--- src/rtl/amp_boot_loader.sv ---
// amp_boot_loader
// Streams the amp_cfg boot-memory bytes to the external amplifier over a
// 4-wire SPI master link (mode 0, MSB first). The last byte clocked in on
// MISO is returned to the register bank as the amplifier status.
//
// Ports:
//   clk         system clock
//   rst         synchronous, active-high reset
//   amp_cfg     {status[79:72], cfg[71:64], bootmem0[63:56] .. bootmem7[7:0]}
//   start       one-cycle request to run a boot transfer (IDLE only)
//   busy        high while the link is active (shift and hold phases)
//   done        one-cycle pulse when a transfer completes
//   status_out  last byte received on MISO, held until the next completion
//   status_we   write strobe for status_out, coincident with done
//   spi_cs_n    chip select, active low
//   spi_sclk    SPI clock, idles low
//   spi_mosi    serial data out, MSB first
//   spi_miso    serial data in, already synchronised
//
// CLK_DIV is the SCLK half-period in clk cycles (1..255).
module amp_boot_loader #(
  parameter int CLK_DIV = 4
) (
  input  logic        clk,
  input  logic        rst,
  input  logic [79:0] amp_cfg,
  input  logic        start,
  output logic        busy,
  output logic        done,
  output logic [7:0]  status_out,
  output logic        status_we,
  output logic        spi_cs_n,
  output logic        spi_sclk,
  output logic        spi_mosi,
  input  logic        spi_miso
);

  typedef enum logic [1:0] {
    S_IDLE,
    S_SHIFT,
    S_HOLD,
    S_DONE
  } state_t;

  localparam logic [7:0] DIV_LAST = 8'(CLK_DIV - 1);

  state_t      r_state;
  state_t      w_next;
  logic [7:0]  r_div;       // cycles elapsed in the current half-period
  logic        r_high;      // 1 while in the high half of a bit
  logic [6:0]  r_bit_cnt;   // bits completed in this transfer
  logic [5:0]  r_last_bit;  // index of the final bit, 8*N-1
  logic [63:0] r_tx;
  logic [7:0]  r_rx;
  logic        w_div_end;
  logic        w_last_bit;
  logic        w_active;
  logic        w_unused;

  // The stored status byte and the upper cfg bits play no part in the transfer.
  assign w_unused   = ^amp_cfg[79:67];

  assign w_div_end  = (r_div == DIV_LAST);
  assign w_last_bit = (r_bit_cnt == {1'b0, r_last_bit});
  assign w_active   = (w_next == S_SHIFT) || (w_next == S_HOLD);

  // NOTE: every variable written here gets a default first so no latch is inferred.
  always_comb begin
    w_next = r_state;
    case (r_state)
      S_IDLE:  if (start) w_next = S_SHIFT;
      S_SHIFT: if (w_div_end && r_high && w_last_bit) w_next = S_HOLD;
      S_HOLD:  if (w_div_end) w_next = S_DONE;
      S_DONE:  w_next = S_IDLE;
      default: w_next = S_IDLE;
    endcase
  end

  // NOTE: sequential state uses non-blocking assignments so all registers update together.
  always_ff @(posedge clk) begin
    if (rst) r_state <= S_IDLE;
    else     r_state <= w_next;
  end

  // Outputs are registered from the next state so they line up with the
  // state they describe and no input reaches an output combinationally.
  // NOTE: the shift registers are plain flops, so they are reset with everything else.
  always_ff @(posedge clk) begin
    if (rst) begin
      busy       <= 1'b0;
      done       <= 1'b0;
      status_we  <= 1'b0;
      status_out <= 8'h00;
      spi_cs_n   <= 1'b1;
      spi_sclk   <= 1'b0;
      spi_mosi   <= 1'b0;
      r_div      <= 8'd0;
      r_high     <= 1'b0;
      r_bit_cnt  <= 7'd0;
      r_last_bit <= 6'd0;
      r_tx       <= 64'd0;
      r_rx       <= 8'd0;
    end else begin
      busy      <= w_active;
      spi_cs_n  <= !w_active;
      done      <= (w_next == S_DONE);
      status_we <= (w_next == S_DONE);
      if (w_next == S_DONE) status_out <= r_rx;

      case (r_state)
        S_IDLE: begin
          r_div     <= 8'd0;
          r_high    <= 1'b0;
          r_bit_cnt <= 7'd0;
          spi_sclk  <= 1'b0;
          if (start) begin
            // Snapshot so register-bank writes cannot disturb the transfer.
            r_tx       <= amp_cfg[63:0];
            r_last_bit <= {amp_cfg[66:64], 3'b111};
            spi_mosi   <= amp_cfg[63];
          end
        end
        S_SHIFT: begin
          if (w_div_end) begin
            r_div <= 8'd0;
            if (!r_high) begin
              // Rising edge of SCLK: capture MISO.
              r_high   <= 1'b1;
              spi_sclk <= 1'b1;
              r_rx     <= {r_rx[6:0], spi_miso};
            end else begin
              // Falling edge of SCLK: advance to the next bit.
              r_high    <= 1'b0;
              spi_sclk  <= 1'b0;
              r_tx      <= {r_tx[62:0], 1'b0};
              spi_mosi  <= r_tx[62];
              r_bit_cnt <= r_bit_cnt + 7'd1;
            end
          end else begin
            r_div <= r_div + 8'd1;
          end
        end
        S_HOLD: begin
          if (w_div_end) r_div <= 8'd0;
          else           r_div <= r_div + 8'd1;
        end
        default: begin
          r_div <= 8'd0;
        end
      endcase
    end
  end

endmodule

--- config.mk ---
export PLATFORM = sky130hd
export DESIGN_NAME = amp_boot_loader
export DESIGN_NICKNAME = d
export VERILOG_FILES = /design/src/rtl/amp_boot_loader.sv
export SDC_FILE = /design/constraint.sdc
export NUM_CORES = 1
export LEC_CHECK = 0
export BUFFER_PORTS_ARGS = -buffer_cell sky130_fd_sc_hd__buf_2
export CAP_MARGIN = 20
export CORE_ASPECT_RATIO = 0.6
export CORE_UTILIZATION = 35
export DETAILED_ROUTE_END_ITERATION = 6
export SLEW_MARGIN = 20
export SYNTH_ARGS = -nofsm -noshare
export SYNTH_HDL_FRONTEND = slang
export SYNTH_SLANG_ARGS = --single-unit
--- constraint.sdc ---
create_clock -name clk -period 6.1 [get_ports clk]
set_input_delay 0.305 -clock clk [delete_from_list [all_inputs] [get_ports clk]]
set_output_delay 0.305 -clock clk [all_outputs]
set_load 0.1 [all_outputs]
* Word-level counts from Yosys, hierarchy flattened
Index checks and enable logic that the tools add are counted. Widths: inputs -> output; s select.
Word-level totals: register bits 107, input port bits 84, output and inout port bits 14
Cells by class: add/subtract/negate cells 2, equal/unequal tests 11, mux-type cells 18, bitwise gates (word level) 2, reductions and logical operators 13
Operator list (count):
- $mux 63 | 3
- $pmux 63 s2 | 1
- $mux 7 | 2
- $pmux 7 s2 | 1
- $add 8x1->8 const B | 1
- $eq 2x2->1 const B | 4
- $eq 8x2->1 const B | 1
- $pmux 2 s4 | 1
- $add 7x1->7 const B | 1
- $eq 7x6->1 | 1
- $mux 2 | 3
- $ne 2x2->1 const B | 3
- $reduce_and 3->1 | 2
- $mux 1 | 5
- $eq 2x1->1 const B | 2
- $pmux 1 s2 | 2
- $reduce_and 2->1 | 2
- $reduce_and 4->1 | 1
- $reduce_or 3->1 | 1
- $logic_and 1x1->1 | 2
- $logic_not 2->1 | 1
- $not 1->1 | 2
- $reduce_bool 2->1 | 1
- $reduce_or 2->1 | 1
- 2 further kinds | 2

* Logic depth before layout (Yosys ltp)
Gate-level depths: netlist of run 1.
depth in word-level cells 8, depth in mapped cells 11

* Least setup slack after synthesis of run 1
OpenSTA, ideal clock, no wires.
kind flip-flop to flip-flop, start register r_high, end register status_out[0], setup time 0.128 ns, data arrival time 2.826 ns, data required time 5.972 ns, setup slack 3.146 ns, cell stages (with the launch flop) 9, buffers on the path 1, clock period less this slack 2.954 ns, cell sequence dfxtp_1 -> nor4b_4 -> nand2_1 -> nor3_1 -> o31a_1 -> ha_1 -> clkbuf_1 -> mux2i_1 -> nor2_1
On the way: longest elaborated chain between the ends 5
Ends and longest elaborated chain:
- start, declared | line 50 | logic r_high;
- start signal, assigned | line 98 | r_high <= 1'b0;
- start signal, assigned | line 113 | r_high <= 1'b0;
- start signal, assigned | line 128 | r_high <= 1'b1;
- $logic_and 1x1->1 (2 in series) | line 72 | S_SHIFT: if (w_div_end && r_high && w_last_bit) w_next = S_HOLD;
- $mux 2 | line 72
- $pmux 2 s4 | line 70 | case (r_state)
- net w_next[1] | line 48 | state_t w_next;
- $eq 2x2->1 | line 108 | if (w_next == S_DONE) status_out <= r_rx;
- end signal, assigned | line 108
- end, declared | line 30 | output logic [7:0] status_out,
The timed path passes the listed nets, and every way through them passes these cells. A chain may end at the register's enable or synchronous reset.

* Worst setup path after layout of run 1
start register r_div[0], end register status_out[6]
On the way: longest elaborated chain between the ends 6, elaborated cells on any way between the ends 7, those cells by class eq/ne: 2; mux: 3; reduce/logical: 2
Ends and longest elaborated chain:
- start, declared | line 49 | logic [7:0] r_div;
- start signal, assigned | line 140 | r_div <= r_div + 8'd1;
- start signal, assigned | line 145 | else r_div <= r_div + 8'd1;
- $eq 8x2->1 * | line 63 | assign w_div_end = (r_div == DIV_LAST);
- $logic_and 1x1->1 (2 in series) | line 72
- $mux 2 | line 72
- $pmux 2 s4 * | line 70
- net w_next[1] | line 48
- $eq 2x2->1 * | line 108
Mark *: on every way through the listed nets, which the timed path passes. The rest lies on a longest branch.

==> Implementation_results.wiki, run 1 <==
{| class="wikitable"
! Metric !! Value
|-
| Number of setup buffers added after CTS || 0
|-
| Clock Tree Buf Depth || 2
|-
| Number of rows in the core area || 31
|-
| Clock group share of total power || 37.6%
|-
| Met1 Wirelength || 5290 um
|-
| Register clock-pin slew on the reported worst setup and hold paths || roughly 0.07 ns
|-
| Diode count || 0
|-
| Detail-routed net length per standard cell || ~15 um
|-
| Synth-to-Final Area Change || 15.4%
|-
| Category of the worst setup path capture point || flip-flop
|-
| Initial Utilization || 36.5%
|-
| Wire length of the first global-routing pass || between 15000 and 20000 um
|-
| Setup-violating endpoint count in the final report || 0
|-
| Leakage || 1.99 nW
|-
| Max stage delay on crit path || 0.52 ns
|-
| Pins over their slew limit || 0
|-
| IO Port Bufs || 84
|-
| Worst hold path class || in -> reg
|-
| Number of synthesized flops with an enable pin || 0
|-
| CP Class || reg -> reg
|-
| RePlAce Congestion || 0.759
|-
| Startpoint type of the worst setup path || flip-flop
|-
| Maximum clock skew at final layout || between 0.008 and 0.009 ns
|-
| First-iteration detailed-routing DRC count || 266
|-
| Worst path buffer plus inverter count || 0
|-
| Total congestion overflow || 0
|-
| Slowest cell on the critical path || sky130_fd_sc_hd__nor3_1
|-
| # nets final || 635
|-
| Post-place instance area || 4880 um^2
|-
| Library cell occupying the most area in the post-synthesis netlist || sky130_fd_sc_hd__dfxtp_1
|-
| Die span in y || 89.6 um
|-
| TritonRoute pass-1 iters || 4
|-
| Clk_lat worst skew || 0.35 ns
|-
| DRT antenna net count || 0
|-
| Final cell area excluding filler cells || 5160 um^2
|-
| Routed length on met2 || around 4400 um
|-
| Number of clock sinks || roughly 110
|-
| Area share of the largest cell type after synthesis || 47.0%
|-
| Max-cap violation count || 0
|-
| Arrival time worst endpoint || roughly 3.2 ns
|-
| Average instance area after synthesis || 9.17 um^2
|-
| CTS tree || yes
|-
| Count of cell types in the netlist || 46
|-
| Number of cells produced by synthesis || ~490
|-
| Maximum number of pins on one net before global-route repair || 96
|-
| Hold bufs inserted after CTS || 0
|-
| Setup tns final || 0 ns
|-
| Highest routed metal layer || met4
|-
| Part of the cycle the worst path needs || 48.4%
|-
| Fraction of the yosys area taken by sequential cells || 47.0%
|-
| Part of the total power dissipated in combinational logic || 11.9%
|-
| Die area || ~13000 um^2
|-
| I/O pin cnt || just under 100
|-
| Dpl cells || 698
|-
| Vias in the first global route || 3332
|-
| DRC violation count after routing || 0
|-
| P_int || 0.00106 W
|-
| Switch Pwr || 0.000402 W
|-
| Mapped Nets || slightly below 600
|-
| Switching Share || 27.5%
|-
| Met3 routed WL || ~660 um
|-
| Ys Warns || 0
|-
| Non-Filler Instances || just over 700
|-
| Top fanout value on the critical path || 8
|-
| Worst voltage drop across the vdd grid || 0.000148 V
|-
| Top cells by area in the synthesized netlist || sky130_fd_sc_hd__dfxtp_1 (47%), sky130_fd_sc_hd__a22oi_1 (10%), sky130_fd_sc_hd__a21oi_1 (8.2%), sky130_fd_sc_hd__o21ai_0 (7.7%), sky130_fd_sc_hd__mux2i_1 (3.6%)
|-
| Total wire length || 10400 um
|-
| Highest clock rate || between 0.3 and 0.4 GHz
|-
| Minimum period implied by the final worst setup slack || 2.95 ns
|-
| Headroom to the max-slew limit || 31.7%
|-
| Async set or reset register ratio after synthesis || 0%
|-
| Cell mode on critical path || sky130_fd_sc_hd__ha_1
|-
| Number of H-tree branching levels || 3
|-
| RSZ-0062 raised after global routing || no
|-
| Dominant synthesized flop cell || sky130_fd_sc_hd__dfxtp_1
|-
| Fill cell instance count of the final layout || 1265
|-
| Register share of total power || between 50 and 60%
|-
| Post-detailed-placement half-perimeter wirelength || 6320 um
|-
| Area of the mapped netlist || 4470 um^2
|-
| Combined global-route utilization of all metal layers || between 10% and 20%
|-
| Overall Power || 0.00146 W
|-
| Root Buffer || sky130_fd_sc_hd__clkbuf_16
|-
| Seq cells post-synth || 105
|-
| Core region area || between 10000 and 15000 um^2
|-
| Number of buffers added by the clock tree synthesis step || 9
|-
| Endpoint required time on the critical path || 6.29 ns
|-
| Routed via count || 3796
|-
| Avg Vias per Cell || ~5.3
|-
| Die extent in x || 148 um
|-
| Outcome || completed
|-
| Share of cells above drive strength 1 || about a fifth
|-
| Delay-heaviest family, CP || simple AND/OR/NAND/NOR gates
|-
| Worst Max-Slew Pin Slew || approximately 1.0 ns
|-
| Antenna violations before repair || 0
|-
| Total power density per cell area || 283 nW/um^2
|-
| Hold Violations, Final || 0
|-
| Cell-by-cell trace of the critical path || ha_1 -> nor4b_4 -> nand2_1 -> nor3_1 -> o31a_1 -> ha_1 -> mux2i_1 -> nor2_1
|-
| Count of instances resized after the clock tree is built || 0
|}
## final cells by class
type                    instances  area (um^2)  share of cell area [%]
clock buffers                   9          225                    4.36
multi-input cells             332         2090                    40.5
inverters                       8         30.0                   0.582
repair buffers                 88          453                    8.78
well taps                     165          206                    4.00
flip-flops and latches        105         2100                    40.7
clock inverters                 7         53.8                    1.04
## registers in the layout, indices dropped and copies added, names as in the netlist
signal	count
busy	1
r_bit_cnt	7
r_div	8
r_high	1
r_last_bit	4
r_rx	8
r_state	2
r_tx	63
spi_cs_n	1
spi_mosi	1
status_out	8
status_we	1
## per-stage QoR
stage	worst slack [ns]	util, %	hold WS [ns]
detailed placement	3.18	39.8	0.456
CTS	3.16	42.1	0.180
floorplan	3.15	-	0.425
global placement	3.27	39.8	0.442
global route	2.95	42.1	0.175
finish	3.15	42.1	0.187
## synthesized netlist by cell type, drive strengths merged (2+ instances only)
cell / instances
dfxtp: 105
a21oi: 74
o21ai: 69
a22oi: 63
nor2: 33
clkbuf: 26
buf: 17
mux2i: 16
nand2: 14
inv: 8
nand3: 8
ha: 7
xor2: 5
nor3: 4
xnor2: 4
a311oi: 3
a31oi: 3
and2: 3
a211oi: 2
a21o: 2
and3: 2
nor4b: 2
o31a: 2
or4: 2
## power groups by stage
stage | sequential (W) | clock (W) | combinational, W
floorplan | 0.000763 | 0 | 0.000114
global placement | 0.000752 | 0 | 0.000170
detailed placement | 0.000754 | 0 | 0.000175
CTS | 0.000738 | 0.000566 | 0.000176
global route | 0.000742 | 0.000598 | 0.000194
finish | 0.000738 | 0.000550 | 0.000174
## per-layer routing
| layer | track usage, % | vias up |
|---|---|---|
| li1 | - | 1900 |
| met1 | 21.3 | 1817 |
| met2 | 23.8 | 72 |
| met3 | 5.56 | 7 |
| met4 | 3.75 | 0 |
| met5 | 0 | - |
## cells in the final DEF, fill, tap and decap left out, types with 5 or more instances in the layout
master                      instances
sky130_fd_sc_hd__a21oi_1           72
sky130_fd_sc_hd__a22oi_1           62
sky130_fd_sc_hd__buf_2             83
sky130_fd_sc_hd__buf_4              5
sky130_fd_sc_hd__clkbuf_16          9
sky130_fd_sc_hd__dfxtp_1          105
sky130_fd_sc_hd__ha_1               7
sky130_fd_sc_hd__inv_1              8
sky130_fd_sc_hd__mux2i_1           16
sky130_fd_sc_hd__nand2_1           14
sky130_fd_sc_hd__nand3_1            8
sky130_fd_sc_hd__nor2_1            32
sky130_fd_sc_hd__o21ai_0           69
sky130_fd_sc_hd__xor2_1             5
## cell families (layout without fill, tap and decap cells)
family,Yosys count,in the layout,share of synthesized area (%)
buffers and inverters,51,112,6.85
muxes,16,16,3.58
adders and majority gates,7,7,1.96
xor gates and xnor gates,9,9,1.76
AOI/OAI and AO/OA,225,225,30.3
and+or+nand+nor,75,75,8.61
DFF,105,105,47.0
## worst paths after layout
| check | startpoint | to | slack, ns | cells past startpoint |
|---|---|---|---|---|
| setup / recovery | r_div[0] | status_out[6] | 3.15 | 8 |
| hold / removal | spi_miso | r_rx[0] | 0.19 | 3 |
| setup reg to reg | r_div[0] | status_out[6] | 3.15 | 8 |
| hold reg to reg | r_div[0] | r_div[0] | 0.47 | 1 |
## worst register-to-register path, delay by kind of cell, from the launching register on
family                     cells  cell delay, ns
muxes                          1            0.23
DFF                            1            0.38
adders and majority gates      2            0.72
and+or+nand+nor                4            1.25
AOI/OAI and AO/OA              1            0.23
No activity file was read; power rests on OpenSTA's default activity.
==> inputs of run 2 (changes only) <==
--- a/config.mk
+++ b/config.mk
@@ -5,6 +5,7 @@
 export SDC_FILE = /design/constraint.sdc
 export NUM_CORES = 1
 export LEC_CHECK = 0
+export ABC_AREA = 1
 export BUFFER_PORTS_ARGS = -buffer_cell sky130_fd_sc_hd__buf_2
 export CAP_MARGIN = 20
 export CORE_ASPECT_RATIO = 0.6
==> constraint.sdc (replaced) <==
create_clock -name clk -period 2.5 [get_ports clk]
set_input_delay 0.125 -clock clk [delete_from_list [all_inputs] [get_ports clk]]
set_output_delay 0.125 -clock clk [all_outputs]
set_load 0.1 [all_outputs]
==> run 2 against run 1 <==
Net effect: the flow now finishes with violations (DRC); register-to-register slack got worse by 2.9 ns; global-route usage increased by 0.17 points; clock skew down 0.0035 ns; power increased to 2.8 times the previous value; combinational power rose to 4.1 times the previous value; design area is 8.0% higher; sequential power rose to 2.6 times the previous value; sequential cell count unchanged; first-iteration DRC count increased by 8.6%; critical path type unchanged.
==> Implementation_results.wiki, run 2 <==
{| class="wikitable"
! Metric !! Value
|-
| Outcome || finished with violations
|-
| Violations in the final reports || DRC
|-
| Register area || 2100 um^2 (about the same)
|-
| Clk_lat worst skew || 0.34 ns (about the same)
|-
| Detail-routed net length per standard cell || 12.5 um (-15%)
|-
| Root Buffer || sky130_fd_sc_hd__clkbuf_16
|-
| Worst Max-Slew Pin Slew || 0.510 ns (-0.515 ns)
|-
| Die area || 14100 um^2 (+6.0%)
|-
| Most frequently used cell type in the post-synthesis netlist || sky130_fd_sc_hd__nand2_1
|-
| IO Port Bufs || 84 (unchanged)
|-
| Async set or reset register ratio after synthesis || 0% (unchanged)
|-
| Maximum clock skew at final layout || 0.00513 ns (-0.00346 ns)
|-
| Seq cells post-synth || 105 (unchanged)
|-
| Diode count || 0 (unchanged)
|-
| Number of buffers added by the clock tree synthesis step || 9 (unchanged)
|-
| Number of cells produced by synthesis || 615 (+26%)
|-
| Post-detailed-placement half-perimeter wirelength || 7310 um (+16%)
|-
| Max stage delay on crit path || 0.37 ns (-0.15 ns)
|-
| RSZ-0062 raised after global routing || no
|-
| Count of cell types in the netlist || 27 (-41%)
|-
| Setup-violating endpoint count in the final report || 0 (unchanged)
|-
| First-iteration detailed-routing DRC count || 289 (+8.6%)
|-
| Worst hold path cell count || 3 (unchanged)
|-
| Delay-heaviest family, CP || buffers and inverters
|-
| DRC violation count after routing || 6 (+6)
|-
| Synth-to-Final Area Change || 17.4%
|-
| Total power density per cell area || 743 nW/um^2 (+160%)
|-
| Routed via count || 4240 (+12%)
|-
| Count of instances resized after the clock tree is built || 0 (unchanged)
|-
| Number of clock sinks || 105 (unchanged)
|-
| Flip-flop count of the largest register, all copies and words added || 63 (unchanged)
|-
| DRT antenna net count || 0 (unchanged)
|-
| Non-Filler Instances || 850 (+19%)
|-
| Register with the most flip-flops || r_tx
|-
| Dpl cells || 835 (+20%)
|-
| Maximum number of pins on one net before global-route repair || 128 (+33%)
|-
| Total wire length || 10600 um (+1.5%)
|-
| Max-cap violation count || 0 (unchanged)
|-
| Setup tns final || 0 ns (unchanged)
|-
| CTS tree || yes
|-
| Endpoint required time on the critical path || 2.73 ns (-3.56 ns)
|-
| Mapped Nets || 706 (+22%)
|-
| Number of rows in the core area || 32 (+3.2%)
|-
| Top cells by area in the synthesized netlist || sky130_fd_sc_hd__dfxtp_1 (44%), sky130_fd_sc_hd__nand2_1 (14%), sky130_fd_sc_hd__o211a_1 (13%), sky130_fd_sc_hd__nand3_1 (7.9%), sky130_fd_sc_hd__nor2_1 (3.5%)
|-
| Headroom to the max-slew limit || 66.0% (+34 points)
|-
| Cell depth of the worst setup path || 9 (+1)
|-
| Wire length of the first global-routing pass || 18200 um (+10%)
|-
| Part of the cycle the worst path needs || 88.2% (+40 points)
|-
| Number of setup buffers added after CTS || 0 (unchanged)
|-
| TritonRoute pass-1 iters || 7 (+3)
|-
| Initial Utilization || 36.4% (-0.12 points)
|-
| Area of the multi-input gates || 2280 um^2 (+9.3%)
|-
| Leakage || 2.84 nW (+43%)
|-
| Combined global-route utilization of all metal layers || 15.8% (+0.17 points)
|-
| Vias in the first global route || 3870 (+16%)
|-
| Hold bufs inserted after CTS || 0 (unchanged)
|-
| Number of H-tree branching levels || 3 (unchanged)
|-
| RePlAce Congestion || 0.847 (+12%)
|-
| Cell-by-cell trace of the critical path || inv_1 -> ha_2 -> inv_2 -> buf_4 -> o21ai_4 -> nor2_4 -> buf_12 -> nand3_1 -> o211a_1
|-
| Slowest cell on the critical path || sky130_fd_sc_hd__buf_12
|-
| Hold Violations, Final || 0 (unchanged)
|-
| Area share of the largest cell type after synthesis || 44.3% (-2.7 points)
|-
| Number of synthesized flops with an enable pin || 0 (unchanged)
|-
| Fill cell instance count of the final layout || 1305 (+3.2%)
|-
| Highest clock rate || 0.454 GHz (+34%)
|-
| Worst hold path class || in -> reg
|-
| Die extent in x || 152 um (+3.0%)
|-
| Number of cells traversed by the worst register-to-register path || 9 (+1)
|-
| Total congestion overflow || 0 (unchanged)
|-
| Most frequent standard cell in the layout excluding fill and tap cells || sky130_fd_sc_hd__nand2_1
|-
| Register clock-pin slew on the reported worst setup and hold paths || 0.07 ns (about the same)
|-
| Startpoint type of the worst setup path || flip-flop
|-
| Avg Vias per Cell || 4.99 (-6.2%)
|-
| Leading cell types in the layout, fill and taps excluded || sky130_fd_sc_hd__nand2_1 (172), sky130_fd_sc_hd__dfxtp_1 (104), sky130_fd_sc_hd__buf_2 (84)
|-
| Library cell occupying the most area in the post-synthesis netlist || sky130_fd_sc_hd__dfxtp_1
|-
| CP Class || reg -> reg
|-
| Area of the mapped netlist || 4750 um^2 (+6.2%)
|-
| Fraction of the yosys area taken by sequential cells || 44.3% (-2.7 points)
|-
| Most instantiated cells after synthesis || sky130_fd_sc_hd__nand2_1 (172), sky130_fd_sc_hd__dfxtp_1 (105), sky130_fd_sc_hd__nand3_1 (75)
|-
| Arrival time worst endpoint || 2.44 ns (-0.71 ns)
|-
| Worst path buffer plus inverter count || 4 (+4)
|-
| # nets final || 767 (+21%)
|-
| Average instance area after synthesis || 7.72 um^2 (-16%)
|-
| Share of cells above drive strength 1 || 17.1% (-3.7 points)
|-
| Category of the worst setup path capture point || flip-flop
|-
| Clock Tree Buf Depth || 2 (unchanged)
|-
| Minimum period implied by the final worst setup slack || 2.20 ns (-0.749 ns)
|-
| Dominant synthesized flop cell || sky130_fd_sc_hd__dfxtp_1
|-
| Top fanout value on the critical path || 127 (+119)
|-
| Antenna violations before repair || 0 (unchanged)
|-
| Pins over their slew limit || 0 (unchanged)
|-
| Core region area || 13100 um^2 (+6.5%)
|-
| Ys Warns || 0 (unchanged)
|-
| Die span in y || 92.2 um (+3.0%)
|-
| Worst voltage drop across the vdd grid || 0.000340 V (+130%)
|-
| I/O pin cnt || 98 (unchanged)
|}
-- run 2: per-layer routing --
metal	share of wire (%)	global-route usage [%]
met3	6.6	4.54
met1	51	22.2
met4	0.88	4.34
met5	0	0
met2	41	23.5
-- run 2: cells by family (layout without fill, tap and decap cells) --
logic type / Yosys count / after routing / synth area share (%)
AOI/OAI and AO/OA: 113 / 113 / 18.9
xor gates and xnor gates: 3 / 3 / 0.553
adders and majority gates: 7 / 7 / 1.84
buffers and inverters: 84 / 149 / 7.69
DFF: 105 / 105 / 44.3
and+or+nand+nor: 303 / 303 / 26.7
-- run 2: worst paths after layout --
path,from,end,slack [ns]
max,r_state[1],r_tx[36],0.30
min,spi_miso,r_rx[0],0.05
max reg2reg,r_state[1],r_tx[36],0.30
min reg2reg,r_div[0],r_div[0],0.45
-- run 2: cell type report --
cell class,instances,area share (%)
inverters,42,2.83
repair buffers,92,9.07
flip-flops and latches,105,37.7
clock buffers,12,4.42
clock inverters,3,1.17
multi-input cells,426,41.0
well taps,170,3.82
-- run 2: where the power goes --
part	leakage (nW)	internal, W	total, W	switching [W]
clock network	0.153	0.000899	0.00149	0.000587
logic	1.83	0.000278	0.000721	0.000442
registers	0.861	0.00184	0.00193	0.0000890
total	2.84	0.00302	0.00414	0.00112
-- run 2: worst min-delay path, cell delays in order --
cell and delay (ns):
sky130_fd_sc_hd__buf_2 0.07, sky130_fd_sc_hd__o21ai_0 0.07, sky130_fd_sc_hd__nor2_1 0.08
-- run 2: stage by stage --
step                      setup slack, ns  power [W]  util [%]  area (um^2)  hold slack, ns
after global placement              0.395    0.00266      40.3         5260           0.394
after CTS                           0.348    0.00420      42.7         5580          0.0305
after detailed placement            0.353    0.00269      40.3         5260           0.393
after global routing               0.0812    0.00438      42.7         5580          0.0319
final                               0.296    0.00414      42.7         5580          0.0509
after floorplan                     0.295    0.00252         -         4750           0.290
